===== config.mk =====
export PLATFORM = sky130hd
export DESIGN_NAME = bcd_dn_cnt_fsm
export DESIGN_NICKNAME = d
export VERILOG_FILES = /design/src/rtl/bcd_dn_cnt_fsm_pkg.sv /design/src/rtl/bcd_dn_cnt_fsm_digit.sv /design/src/rtl/bcd_dn_cnt_fsm.sv
export SDC_FILE = /design/constraint.sdc
export NUM_CORES = 1
export LEC_CHECK = 0
export ABC_AREA = 0
export CAP_MARGIN = 5
export CORE_MARGIN = 5
export CORE_UTILIZATION = 43
export DETAILED_ROUTE_END_ITERATION = 8
export GPL_TIMING_DRIVEN = 0
export PLACE_DENSITY = 0.76
export SLEW_MARGIN = 20
export SYNTH_ARGS = -nofsm -noshare
export SYNTH_HDL_FRONTEND = slang
export SYNTH_SLANG_ARGS = --single-unit

===== constraint.sdc =====
create_clock -name clk -period 1.85 [get_ports clk]
set_input_delay 0.2775 -clock clk [delete_from_list [all_inputs] [get_ports clk]]
set_output_delay 0.2775 -clock clk [all_outputs]
set_load 0.03 [all_outputs]

===== src/rtl/bcd_dn_cnt_fsm_pkg.sv =====
// Shared definitions for the cascaded-digit BCD down counter.
package bcd_dn_cnt_fsm_pkg;

    // Control FSM states; encoding 2'd3 is illegal and recovers to IDLE.
    typedef enum logic [1:0] {
        IDLE = 2'd0,
        RUN  = 2'd1,
        DONE = 2'd2
    } state_e;

    localparam logic [3:0] BCD_MAX = 4'd9;

    // Clamp one BCD digit so non-decimal codes never reach the counter.
    function automatic logic [3:0] bcd_sat(input logic [3:0] digit);
        return (digit > BCD_MAX) ? BCD_MAX : digit;
    endfunction

endpackage


===== src/rtl/bcd_dn_cnt_fsm_digit.sv =====
// One BCD digit of the down counter: loadable, decrements on borrow_in and
// ripples a borrow to the next digit when it underflows from 0 to 9.
module bcd_digit_dn
    import bcd_dn_cnt_fsm_pkg::*;
(
    input  logic       clk,
    input  logic       rst_n,
    input  logic       ld,
    input  logic [3:0] d,
    input  logic       dec,
    input  logic       borrow_in,
    output logic [3:0] q,
    output logic       borrow_out
);

    logic [3:0] q_q;
    logic [3:0] q_d;

    // Next digit value: load has priority, otherwise decrement with BCD wrap.
    always_comb begin
        q_d = q_q;
        if (ld) begin
            q_d = d;
        end else if (dec && borrow_in) begin
            q_d = (q_q == 4'd0) ? BCD_MAX : (q_q - 4'd1);
        end
    end

    // Digit register.
    always_ff @(posedge clk or negedge rst_n) begin
        if (!rst_n) begin
            q_q <= 4'd0;
        end else begin
            q_q <= q_d;
        end
    end

    assign q          = q_q;
    assign borrow_out = borrow_in && (q_q == 4'd0);

endmodule


===== src/rtl/bcd_dn_cnt_fsm.sv =====
// Loadable cascaded-digit BCD down counter with terminal-count pulse.
// The FSM, preset register and tc live here; the digits are a borrow chain.
module bcd_dn_cnt_fsm
    import bcd_dn_cnt_fsm_pkg::*;
#(
    parameter int DIGITS      = 2,
    parameter bit AUTO_RELOAD = 1'b0
) (
    input  logic                clk,
    input  logic                rst_n,
    input  logic                load,
    input  logic [4*DIGITS-1:0] din,
    input  logic                en,
    output logic [4*DIGITS-1:0] Q,
    output logic                zero,
    output logic                busy,
    output logic                tc
);

    localparam int W = 4 * DIGITS;
    localparam logic [W-1:0] ONE = {{(W-1){1'b0}}, 1'b1};

    state_e         state_q, state_d;
    logic [W-1:0]   preset_q, preset_d;
    logic           tc_q, tc_d;

    logic [W-1:0]   din_sat;
    logic [W-1:0]   q_w;
    logic [W-1:0]   ld_val;
    logic [DIGITS:0] borrow_chain;
    logic           unused_borrow_msd;
    logic           q_is_zero;
    logic           q_is_one;
    logic           reload;
    logic           digit_ld;

    // Saturate every preset digit to 9 before it reaches Q or the preset.
    always_comb begin
        din_sat = '0;
        for (int i = 0; i < DIGITS; i++) begin
            din_sat[4*i +: 4] = bcd_sat(din[4*i +: 4]);
        end
    end

    // Count decode, auto-reload request and digit load control.
    always_comb begin
        q_is_zero       = (q_w == '0);
        q_is_one        = (q_w == ONE);
        reload          = AUTO_RELOAD && (state_q == DONE) && en && !load
                          && (preset_q != '0);
        digit_ld        = load || reload;
        ld_val          = load ? din_sat : preset_q;
        borrow_chain[0] = (state_q == RUN) && en && !q_is_zero;
    end

    genvar g;
    generate
        for (g = 0; g < DIGITS; g++) begin : g_digit
            bcd_digit_dn u_digit (
                .clk        (clk),
                .rst_n      (rst_n),
                .ld         (digit_ld),
                .d          (ld_val[4*g +: 4]),
                .dec        (!load),
                .borrow_in  (borrow_chain[g]),
                .q          (q_w[4*g +: 4]),
                .borrow_out (borrow_chain[g+1])
            );
        end
    endgenerate

    // A borrow out of the top digit cannot occur because Q==0 never decrements.
    assign unused_borrow_msd = borrow_chain[DIGITS];

    // Next-state, preset and terminal-count logic.
    always_comb begin
        state_d  = state_q;
        preset_d = preset_q;
        tc_d     = 1'b0;
        if (load) begin
            preset_d = din_sat;
        end
        case (state_q)
            IDLE: begin
                if (load) begin
                    state_d = (din_sat != '0) ? RUN : DONE;
                end
            end
            RUN: begin
                if (load) begin
                    state_d = (din_sat != '0) ? RUN : DONE;
                end else if (en && q_is_one) begin
                    state_d = DONE;
                    tc_d    = 1'b1;
                end
            end
            DONE: begin
                if (load) begin
                    state_d = (din_sat != '0) ? RUN : DONE;
                end else if (reload) begin
                    state_d = RUN;
                end
            end
            default: begin
                state_d = IDLE;
            end
        endcase
    end

    // Control FSM registers with registered tc output.
    always_ff @(posedge clk or negedge rst_n) begin
        if (!rst_n) begin
            state_q  <= IDLE;
            preset_q <= '0;
            tc_q     <= 1'b0;
        end else begin
            state_q  <= state_d;
            preset_q <= preset_d;
            tc_q     <= tc_d;
        end
    end

    assign Q    = q_w;
    assign zero = q_is_zero;
    assign busy = (state_q == RUN);
    assign tc   = tc_q;

endmodule


==> metrics, run 1 <==
GRT Total Usage 16.2%; core box area about 0.0015 mm^2; # DRC 0; fraction of power spent switching nets 35.8%; clock network fraction of design power a little under a quarter; met1 Track Usage GR ~20%; DIE AREA between 0.002 and 0.0025 mm^2; crit-path cells clkdlybuf4s50_1; sw power approximately 260 uW; Tightest Pin Transition 0.525 ns; first-pass GRT wire length approximately 3.1 mm; initial DRC count 20; Fin Clk Skew slightly below 0.006 ns; placer's final routability congestion estimate approximately 0.83; post-synthesis compound-gate area fraction 25.2%; Final Instance Area about 1000 um^2; CTS root buf clkbuf_4; latest clock arrival within the worst-skew pair around 0.28 ns; Max VDD drop approximately 0.00042 V; Area after DPL 921 um^2; reg-to-reg slack, setup between 0.1 and 0.15 ns; maxcap violations 0; Mean Syn Cell Area ~9.4 um^2; total congestion overflow 0; Reg clk slew, reported paths roughly 0.080 ns; LEAKAGE about 0.38 nW; Post-Synth Simple-Gate Area between 20% and 30%; largest net degree at the start of global routing 12; Critical Path End Type output pin; Synth Area in XOR/XNOR 0%; die width 49.6 um; ratio of final minimum period to clock period 96.3%; setup violators final 0; Synth Net Count between 80 and 90; largest family of logic cells by synthesized area simple AND/OR/NAND/NOR gates; DPL Wire Length between 1 and 1.5 mm; CP Max Fanout 7; combinational power share between 30% and 40%; total placed cells including tap cells between 100 and 150; Sink Count 11; Int Pwr approximately 460 uW; GR Util met3 under 10%; synthesis warning total 0; RSZ-0062 raised after global routing false; status finished, final reports clean; chip height ~50 um; PwrDens roughly 730 mW/mm^2; worst slack at placement -0.388 ns; CTS tree yes; nets 113; synthesized flop and latch total 11; synthesized instance count slightly above 70; Port Buf Inserts 22; M2 GR Usage between 20% and 30%; Synth Cell Area 674 um^2; Pre-antenna DRT Iters 4; Hold Crit Class in2async; crit path time final 1.78 ns; share of flip-flops with an asynchronous set or reset 100%; EDFF count, synth 0; Final Max Tran Viols 0; slowest CP cell clkdlybuf4s50_1; FF+latch area about 280 um^2; Synth-to-Final Area Change 45.6%; clk buf depth 2; Seq/Total Area, Yosys 40.8%; Via density 6.17; Final Hold Vio Count 0; Final Worst Setup Slack slightly below 0.07 ns; non-filler cells, final 116; Synth Flop Type dfrtp_1; fraction of layout cells with a size suffix above 1 between 10 and 15%; Post-Synth Adder-Cell Area 0%; Final ANT Viol Nets 0; Slew headroom about two thirds; critical path class reg2out; busiest grt layer met2; Worst setup SP type register; H-tree Lvls 1; initial antenna violation count 0; critical path buffer and inverter count 1; Row Count 14; final WL ~1.9 mm; vias in the first global route ~690; drt wl/cell ~17 um; via count around 720; Yosys cell types 36; Initial Util 45.3%; area of the multi-input gates 407 um^2; f_max ~560 MHz; number of buffers created by CTS 3; Worst EP arrival roughly 1.5 ns; Antenna diodes 0; hold_buf cts 0; slowest stage delay, CP about 0.73 ns; total chip power 720 uW; Worst Path Required around 1.6 ns; Hold WS approximately 0.34 ns; Sequential Power Share between 40% and 50%; Fill cells 125; multiplexer area fraction after synthesis between 1 and 1.5%; CP delay by family, top buffers and inverters; # IOs 23
-- layout make-up --
class / count / area share (%)
Sequential cell: 11 / 28.2
Timing Repair Buffer: 24 / 23.8
Tap cell: 16 / 2.04
Clock buffer: 4 / 2.68
Multi-Input combinational cell: 56 / 41.4
Inverter: 3 / 1.15
Buffer: 2 / 0.764
-- power by group through the flow --
stage | registers, mW | clock network (mW) | logic [mW]
3_5_place_dp | 0.308 | 0 | 0.229
4_1_cts | 0.311 | 0.176 | 0.234
3_3_place_gp | 0.306 | 0 | 0.228
5_1_grt | 0.318 | 0.193 | 0.251
2_1_floorplan | 0.341 | 0 | 0.0893
6_report | 0.311 | 0.172 | 0.236
-- cell families after synthesis --
family / Yosys count
simple gates: 31
compound gates: 24
flops: 11
buf+inv: 5
mux: 1
-- layout by cell type (no fill, tap or decap), types with 2 or more instances in the layout --
cell	instances
nor2_1	2
clkdlybuf4s50_1	18
or4_1	2
nand3b_1	2
buf_4	2
o21ai_0	5
dlymetal6s2s_1	2
nand2_1	2
dfrtp_1	10
a31oi_1	3
clkbuf_1	3
nor4_1	2
nor2b_1	3
nand4_1	2
nor3_1	4
inv_1	2
a21oi_1	4
clkbuf_4	3
nand3_1	3
-- worst reg2reg max path, stage by stage (launching register included) --
cell and delay (ns):
dfrtp_1 0.48, or3_4 0.46, or4_1 0.53, a31oi_1 0.18
-- flip-flops by register name (all words and copies together) (netlist names) --
| name | count |
|---|---|
| state_q | 2 |
| g_digit.u_digit.q | 8 |
| tc | 1 |
-- per-stage QoR --
| stage | util (%) | TNS [ns] |
|---|---|---|
| after floorplan | - | 0 |
| after global placement | 61.8 | -0.426 |
| after detailed placement | 61.8 | -0.527 |
| after CTS | 65.5 | 0 |
| after global routing | 66.0 | 0 |
| final | 66.0 | 0 |
-- synth_stat cells, types with 2 or more instances --
master | instances | area, um^2
a21oi_1 | 4 | 20.0
nand3_1 | 3 | 15.0
nand4_1 | 2 | 12.5
or4_1 | 2 | 15.0
nor2b_1 | 3 | 18.8
clkbuf_1 | 2 | 7.51
o21ai_0 | 5 | 25.0
nor3_1 | 5 | 25.0
nor4_1 | 3 | 18.8
nand3b_1 | 2 | 15.0
dfrtp_1 | 11 | 275
nand2_1 | 2 | 7.51
a31oi_1 | 3 | 18.8
nor2_1 | 2 | 7.51
inv_1 | 2 | 7.51
-- worst paths after layout --
check	to	depth (start not counted)	start
max in group asynchronous	g_digit[1].u_digit.q[0]$_DFFE_PN0P_	1	rst_n
setup reg to reg	g_digit[1].u_digit.q[1]$_DFFE_PN0P_	3	g_digit[0].u_digit.q[1]$_DFFE_PN0P_
min in group clk	state_q[1]$_DFFE_PN0P_	1	state_q[0]$_DFFE_PN0P_
hold reg to reg	state_q[1]$_DFFE_PN0P_	1	state_q[0]$_DFFE_PN0P_
hold / removal	g_digit[0].u_digit.q[1]$_DFFE_PN0P_	1	rst_n
setup / recovery	Q[3]	1	g_digit[0].u_digit.q[3]$_DFFE_PN0P_
-- repair_timing --
item                       in CTS  in global routing
pin swaps                       2                  2
buffers inserted                1                  1
setup endpoints to repair       2                  4
resized for setup               7                  5
-- metal layers --
| metal | share of wire [%] | up-vias |
|---|---|---|
| li1 | - | 342 |
| met1 | 45 | 349 |
| met2 | 48 | 18 |
| met3 | 4.1 | 7 |
| met4 | 2.5 | 0 |
| met5 | 0 | - |
Power figures use the tool's default switching activity.
==> inputs of run 2 (changes only) <==
--- a/config.mk
+++ b/config.mk
@@ -12,6 +12,7 @@
 export DETAILED_ROUTE_END_ITERATION = 8
 export GPL_TIMING_DRIVEN = 0
 export PLACE_DENSITY = 0.76
+export SETUP_SLACK_MARGIN = 0.02
 export SLEW_MARGIN = 20
 export SYNTH_ARGS = -nofsm -noshare
 export SYNTH_HDL_FRONTEND = slang
==> run 2 against run 1 <==
  * Sequential power hardly changed
  * Global-route usage is the same
  * Register-to-register slack hardly changed
  * Total power down 0.33%
  * Critical endpoint is now zero
  * Largest cell class unchanged
  * Highest routed layer unchanged
==> metrics, run 2 (synthesized netlist as in run 1, its figures left out) <==
H-tree Lvls 1 (unchanged); Worst Path Required 1.57 ns (about the same); setup violators final 0 (unchanged); drt wl/cell 16.7 um (was 16.6 um); Final Instance Area 977 um^2 (was 982 um^2); Final Max Tran Viols 0 (unchanged); commonest cells after routing, fill and taps aside clkdlybuf4s50_1 (17), dfrtp_1 (10), o21ai_0 (5) (was clkdlybuf4s50_1 (18), dfrtp_1 (10), o21ai_0 (5)); Final Hold Vio Count 0 (unchanged); latest clock arrival within the worst-skew pair 0.28 ns (about the same); Max VDD drop 0.000423 V (was 0.000422 V); max FFs per register 8 (unchanged); largest net degree at the start of global routing 12 (unchanged); # IOs 23 (unchanged); Via density 6.29 (was 6.17); Pre-antenna DRT Iters 4 (unchanged); routed wl met3 100 um (was 79 um); total congestion overflow 0 (unchanged); area of the multi-input gates 407 um^2 (unchanged); Top Layer Used met4 (unchanged); Port Buf Inserts 22 (unchanged); ratio of final minimum period to clock period 93.5% (was 96.3%); status finished, final reports clean (unchanged); total chip power 717 uW (was 720 uW); Final Worst Setup Slack 0.121 ns (was 0.0676 ns); clk buf depth 2 (unchanged); initial antenna violation count 0 (unchanged); hold_buf cts 0 (unchanged); core box area 0.00149 mm^2 (unchanged); metal2 WL 909 um (was 929 um); initial DRC count 15 (was 20); DIE AREA 0.00246 mm^2 (unchanged); chip height 49.6 um (unchanged); Synth-to-Final Area Change 44.9% (was 45.6%); Worst EP arrival 1.45 ns (was 1.50 ns); crit path time final 1.73 ns (was 1.78 ns); vias in the first global route 692 (unchanged); Tightest Pin Transition 0.526 ns (was 0.525 ns); wl on met1 857 um (was 873 um); Hold Crit Class in2async (unchanged); worst slack at placement -0.388 ns (unchanged); first-pass GRT wire length 3.13 mm (unchanged); CTS tree yes (unchanged); fin util 65.6% (was 66.0%); Reg clk slew, reported paths 0.08 ns (about the same); Fin Clk Skew 0.00417 ns (was 0.00587 ns); f_max 578 MHz (was 561 MHz); FF+latch area 277 um^2 (unchanged); GRT Total Usage 16.2% (unchanged); PwrDens 734 mW/mm^2 (was 733 mW/mm^2); final WL 1.92 mm (was 1.93 mm); fraction of layout cells with a size suffix above 1 13.1% (was 14.0%); Slew headroom 64.8% (was 64.9%); Fill cells 126 (was 125); via count 723 (was 716); Initial Util 45.3% (unchanged); nets 112 (was 113); placer's final routability congestion estimate 0.833 (unchanged); Row Count 14 (unchanged); maxcap violations 0 (unchanged); Antenna diodes 0 (unchanged); Final ANT Viol Nets 0 (unchanged); die width 49.6 um (unchanged); CTS root buf clkbuf_4 (unchanged); Worst setup SP type register (unchanged); critical path class reg2out (unchanged); Area after DPL 921 um^2 (unchanged); Sink Count 11 (unchanged); LEAKAGE 0.381 nW (about the same); RSZ-0062 raised after global routing false (unchanged); Critical Path End Type output pin (unchanged); # DRC 0 (unchanged); CP Max Fanout 5 (was 7); Hold WS 0.338 ns (was 0.341 ns); DPL Wire Length 1.36 mm (unchanged); most common cell after layout, fill and taps aside clkdlybuf4s50_1 (unchanged); number of buffers created by CTS 3 (unchanged)
run 2: cell types whose count changed in the layout (fill, tap and decap cells not counted), sizes merged:
| cell | delta |
|---|---|
| clkdlybuf4s50 | -1 |
| buf | -1 |
| dlymetal6s2s | +1 |
run 2: worst max-delay path: stages (launching register included):
cell     delay, ns
dfrtp_1       0.44
nor4_4        0.36
nand2_1       0.08
nor2_1        0.09
buf_2         0.20
run 2: worst paths after layout:
| kind | cells after the start | start | end | slack (ns) |
|---|---|---|---|---|
| hold / removal | 1 | rst_n | g_digit[0].u_digit.q[1]$_DFFE_PN0P_ | 0.34 |
| hold reg to reg | 1 | state_q[0]$_DFFE_PN0P_ | state_q[1]$_DFFE_PN0P_ | 0.57 |
| min in group clk | 1 | state_q[0]$_DFFE_PN0P_ | state_q[1]$_DFFE_PN0P_ | 0.57 |
| setup reg to reg | 3 | g_digit[0].u_digit.q[1]$_DFFE_PN0P_ | g_digit[1].u_digit.q[1]$_DFFE_PN0P_ | 0.12 |
| max in group asynchronous | 1 | rst_n | g_digit[0].u_digit.q[3]$_DFFE_PN0P_ | 1.14 |
| setup / recovery | 4 | g_digit[1].u_digit.q[2]$_DFFE_PN0P_ | zero | 0.12 |
run 2: report_power, final:
part / internal [mW] / total [mW] / switching (mW)
Combinational: 0.110 / 0.232 / 0.122
Clock: 0.0838 / 0.175 / 0.0912
Sequential: 0.265 / 0.311 / 0.0459
Total: 0.459 / 0.717 / 0.259
run 2: through the flow:
| step | setup TNS (ns) | std cells |
|---|---|---|
| 5_1_grt | 0 | 115 |
| 4_1_cts | 0 | 115 |
| 3_3_place_gp | -0.426 | 110 |
| 3_5_place_dp | -0.527 | 110 |
| 2_1_floorplan | 0 | 72 |
| 6_report | 0 | 115 |
run 2: layout make-up:
type	instances	area share, %
multi-input cells	56	41.6
flip-flops and latches	11	28.3
repair buffers	23	23.4
clock buffers	4	2.69
well taps	16	2.05
inverters	3	1.15
plain buffers	2	0.768
run 2: repair_timing:
item	in CTS	in global routing
buffers inserted	1	0
pin swaps	2	0
gates cloned	0	0
resized for setup	10	3
setup endpoints to repair	2	3
run 2: metal layers:
layer	GRT usage, %	vias to the layer above
met5	0	-
met4	7.86	0
met3	3.61	9
met2	26.3	27
met1	20.0	347
li1	-	340
